File: config.mk
export PLATFORM = sky130hd
export DESIGN_NAME = mem_bus_arbiter
export DESIGN_NICKNAME = d
export VERILOG_FILES = /design/src/rtl/mem_bus_arbiter.sv
export SDC_FILE = /design/constraint.sdc
export NUM_CORES = 1
export LEC_CHECK = 0
export BUFFER_PORTS_ARGS = -buffer_cell sky130_fd_sc_hd__buf_2
export CAP_MARGIN = 20
export CELL_PAD_IN_SITES_DETAIL_PLACEMENT = 1
export CELL_PAD_IN_SITES_GLOBAL_PLACEMENT = 2
export CORE_AREA = 8 8 195 197
export CTS_BUF_LIST = sky130_fd_sc_hd__clkbuf_16
export CTS_CLUSTER_DIAMETER = 100
export CTS_CLUSTER_SIZE = 10
export DETAILED_ROUTE_END_ITERATION = 12
export DIE_AREA = 0 0 203 205
export PLACE_DENSITY = 0.82
export SLEW_MARGIN = 20
export SYNTH_ARGS = -nofsm -noshare
export SYNTH_HDL_FRONTEND = slang
export SYNTH_SLANG_ARGS = --single-unit
File: constraint.sdc
create_clock -name clk -period 4.1 [get_ports clk]
set_input_delay 0.615 -clock clk [delete_from_list [all_inputs] [get_ports clk]]
set_output_delay 0.615 -clock clk [all_outputs]
set_load 0.01 [all_outputs]
File: src/rtl/mem_bus_arbiter.sv
//------------------------------------------------------------------------------
// Module   : mem_bus_arbiter
// Function : Serialises core instruction/data requests onto a single-beat
//            memory bus and returns completions as addr_ok/data_ok pulses.
//            Optional round-robin tie-break: define ARB_FAIR_EN.
// Revision : 1.0  initial release
//------------------------------------------------------------------------------
`default_nettype none

module mem_bus_arbiter #(
   parameter int ADDR_W = 64,
   parameter int DATA_W = 64
) (
   input  logic              clk,
   input  logic              reset,
   input  logic              ireq_valid,
   input  logic [ADDR_W-1:0] ireq_addr,
   output logic              iresp_addr_ok,
   output logic              iresp_data_ok,
   output logic [31:0]       iresp_data,
   input  logic              dreq_valid,
   input  logic [ADDR_W-1:0] dreq_addr,
   input  logic [2:0]        dreq_size,
   input  logic [7:0]        dreq_strobe,
   input  logic [DATA_W-1:0] dreq_data,
   output logic              dresp_addr_ok,
   output logic              dresp_data_ok,
   output logic [DATA_W-1:0] dresp_data,
   output logic              creq_valid,
   output logic              creq_is_write,
   output logic [2:0]        creq_size,
   output logic [ADDR_W-1:0] creq_addr,
   output logic [7:0]        creq_strobe,
   output logic [DATA_W-1:0] creq_data,
   input  logic              cresp_ready,
   input  logic [DATA_W-1:0] cresp_data
);

   typedef enum logic [1:0] {
      IDLE   = 2'd0,
      BUSY_I = 2'd1,
      BUSY_D = 2'd2
   } state_t;

   state_t r_state;
   logic   w_idle;
   logic   w_grant_d;
   logic   w_grant_i;

   // Reset gating keeps the combinational accept pulses quiet while held in reset.
   assign w_idle = (r_state == IDLE) && reset;

`ifdef ARB_FAIR_EN
   logic r_last_grant_d;
   assign w_grant_d = w_idle && dreq_valid && !(ireq_valid && r_last_grant_d);
`else
   assign w_grant_d = w_idle && dreq_valid;
`endif
   assign w_grant_i = w_idle && ireq_valid && !w_grant_d;

   assign dresp_addr_ok = w_grant_d;
   assign iresp_addr_ok = w_grant_i;

   // A master that dropped valid before completion has abandoned its response.
   assign iresp_data_ok = (r_state == BUSY_I) && cresp_ready && ireq_valid;
   assign dresp_data_ok = (r_state == BUSY_D) && cresp_ready && dreq_valid;

   assign iresp_data = iresp_data_ok ?
                       (creq_addr[2] ? cresp_data[63:32] : cresp_data[31:0]) : 32'h0;
   assign dresp_data = dresp_data_ok ? cresp_data : '0;

   always_ff @(posedge clk or negedge reset) begin
      if (!reset) begin
         r_state       <= IDLE;
         creq_valid    <= 1'b0;
         creq_is_write <= 1'b0;
         creq_size     <= 3'd0;
         creq_addr     <= '0;
         creq_strobe   <= 8'h0;
         creq_data     <= '0;
`ifdef ARB_FAIR_EN
         r_last_grant_d <= 1'b0;
`endif
      end else begin
         case (r_state)
            IDLE: begin
               if (w_grant_d) begin
                  r_state       <= BUSY_D;
                  creq_valid    <= 1'b1;
                  creq_is_write <= |dreq_strobe;
                  creq_size     <= dreq_size;
                  creq_addr     <= dreq_addr;
                  creq_strobe   <= dreq_strobe;
                  creq_data     <= dreq_data;
`ifdef ARB_FAIR_EN
                  r_last_grant_d <= 1'b1;
`endif
               end else if (w_grant_i) begin
                  r_state       <= BUSY_I;
                  creq_valid    <= 1'b1;
                  creq_is_write <= 1'b0;
                  creq_size     <= 3'b010;
                  creq_addr     <= ireq_addr;
                  creq_strobe   <= 8'h0;
                  creq_data     <= '0;
`ifdef ARB_FAIR_EN
                  r_last_grant_d <= 1'b0;
`endif
               end
            end
            BUSY_I, BUSY_D: begin
               // Completion ends the beat even when abandoned, so writes still land.
               if (cresp_ready) begin
                  r_state    <= IDLE;
                  creq_valid <= 1'b0;
               end
            end
            default: begin
               r_state    <= IDLE;
               creq_valid <= 1'b0;
            end
         endcase
      end
   end

endmodule

`default_nettype wire

==> results.toml <==
[timing]
setup_tns_ps = 0
rsz0062_at_grt = "false"
fin_crit_sh_pct = 74.3
fin_skew_ps = 8.08
hold_violations = 0
maxSlewViolCount = 0
setup_viol = 0
relSlewSlack_pct = 29.7
worst_slack_ps = 1050
max_freq_mhz = 328
post-route-min-period_ps = 3050
worstMarginPinSlew_ps = 1050

[placed_design]
place_area_um2 = 9870
dpl.cell_count = 1566
dp_hpwl_mm = 27.8
dpl_worst_slack_ps = 1350
gp_routability_congestion = 0.896
port_buffers = 512

[setup_path]
critPathTopFamily = "buffers and inverters"
r2r_cells = 8
crit_chain = "inv_1 -> ha_1 -> and2_1 -> nand2_2 -> inv_4 -> buf_2"
cp_num_buf_inv = 3
slowest_delay_ps = 450
worstSetupPathType = "reg2out"
cp.arrival_ps = 2430
path_depth = 6
rrSetupSlack_ps = 1460
end_kind = "primary output"
crit_slowest_cell = "and2_1"
crit_path_max_fanout = 28
worstPathRequired_ps = 3480
cp-start-kind = "register"

[pwr]
pwr_density_cell_nw_per_um2 = 697
pwr-share-clk_pct = 21.5
ir_drop_uv = 278
power.leakage_uw = 0.00564
seqPwrFrac_pct = 36.5
internal_power_uw = 4340
p_comb_share_pct = 42.0
p_sw_share_pct = 40.5
switchingPower_uw = 2950

[die]
dieHeight_um = 205
core_um2 = 35000
placementRows = 69
die_w_um = 203
die-area_um2 = 41600
start_util_pct = 19.8
io_pins = 513

[yosys]
ys_seq_area_share_pct = 51.7
syn-num-nets = 919
ys_ff_latch = 143
yosysUniqueCellTypes = 30
netlist_area_um2 = 6920
syn_avg_cell_area_um2 = 10.7
syn_inst = 644
synth_warnings = 0

[grt]
grt_pass1_vias = 8151
grt_util_all_layers_pct = 16.3
grt_antenna_before_repair = 3
grt_overflow = 0
grt_max_degree = 78
grt_pass1_wl_mm = 52.4

[drt]
finalWirelength_mm = 36.1
wl_per_cell_um = 22.6
drtAntennaViolNets = 0
num_vias = 7484
drc_errors = 0
vias_per_cell = 4.68
drtPass1Iterations = 4
first_iter_violations = 454

[clock_network]
clock_latency_ps = 420
post_cts_buffers = 0
clk_pin_slew_worst_paths_ps = 70
cts_buffer_depth = 2
cts_hold_buf = 0
cts-resized-gates = 0
htreeDepth = 4
cts_tree = "yes"
clockRootBuffer = "clkbuf_16"
cts_buffers = 17
cts_sinks = 143

[run_status]
status = "complete, no violations"

[finish]
synthToLayoutAreaGrowth_pct = 51.1
stdcell_count = 1599
fillers = 4189
mostFrequentLayoutCells = "511 x buf_2, 142 x dfrtp_1, 75 x a22o_1"
layout_commonest_cell = "buf_2"
multi_input_area_um2 = 3000
ff_latch_area_um2 = 3580
postLayoutCellArea_um2 = 10500
drive_above_1_share_pct = 49.8
nNetsFinal = 1399

[worst_hold_path]
hold_class = "in2async"

[job]
cap_violations = 0
## cell usage after synthesis (all sizes together)
cell / count / area, µm²
dfrtp: 143 / 3580
and3: 2 / 12.5
inv: 6 / 22.5
a22oi: 64 / 480
a32oi: 57 / 499
or3: 1 / 6.26
a2bb2oi: 1 / 8.76
nor2: 35 / 131
nand2: 60 / 228
buf: 30 / 194
nand3: 4 / 20.0
ha: 3 / 37.5
o22ai: 1 / 6.26
o211ai: 1 / 7.51
mux2i: 32 / 320
a31oi: 7 / 43.8
and2: 65 / 407
a21oi: 1 / 5.00
o21ai: 8 / 40.0
a22o: 75 / 657
nor4: 2 / 12.5
nor2b: 9 / 56.3
o22a: 1 / 8.76
clkbuf: 36 / 135
## layout make-up
cell class / instances / share of cell area, %
timing repair buffer: 527 / 25.8
clock inverter: 15 / 1.42
clock buffer: 17 / 4.07
inverter: 6 / 0.239
sequential: 143 / 34.3
antenna: 1 / 0.0239
tap: 461 / 5.52
multi-input combinational: 429 / 28.7
## logic make-up (layout without fill, tap and decap cells)
| family | count (synthesis) | in the layout | share of synthesized area (%) |
|---|---|---|---|
| AOI/OAI and AO/OA | 216 | 216 | 25.4 |
| adders and majority gates | 3 | 3 | 0.543 |
| buffers and inverters | 72 | 565 | 5.08 |
| DFF | 143 | 143 | 51.7 |
| muxes | 32 | 32 | 4.63 |
| other | 0 | 1 | 0 |
| and+or+nand+nor | 178 | 178 | 12.6 |
## metrics by stage
step | hold WS (ps) | util, % | total power, µW
floorplan | 319 | - | 4280
global placement | 478 | 28.2 | 5710
detailed placement | 479 | 28.2 | 5790
CTS | 18.0 | 29.9 | 7420
global route | 28.7 | 29.9 | 7780
finish | 39.7 | 29.9 | 7290
## worst reg2reg max path: stages (launching register included)
cell,delay [ps]
dfrtp_1,410
inv_1,100
ha_1,330
and2_1,450
nand2_2,160
inv_4,340
buf_4,510
a22oi_1,150
nand2_1,120
## registers in the layout, indices dropped and copies added, names as in the netlist
name           flops
creq_addr         64
creq_data         64
creq_is_write      1
creq_size          3
creq_strobe        8
creq_valid         1
r_state            2
## power by group through the flow
stage               sequential (µW)  clock, µW  combinational [µW]
detailed placement             2660          0                3130
global placement               2640          0                3080
floorplan                      2890          0                1390
finish                         2660       1560                3060
global route                   2770       1660                3350
CTS                            2660       1620                3140
## metal layers
metal | track usage [%] | routed length, µm
met1 | 18.6 | 14300
met2 | 28.1 | 17800
met4 | 6.81 | 1190
met3 | 4.98 | 2710
met5 | 0 | 22
## worst paths after layout
path | from | endpoint
worst min register to register | creq_valid | creq_valid
worst max register to register | r_state[0] | creq_addr[2]
max in group asynchronous | reset | creq_addr[39]
worst max-delay path | r_state[0] | dresp_addr_ok
min in group clk | dreq_data[62] | creq_data[62]
worst min-delay path | reset | creq_addr[63]
No activity file was read; power rests on OpenSTA's default activity.
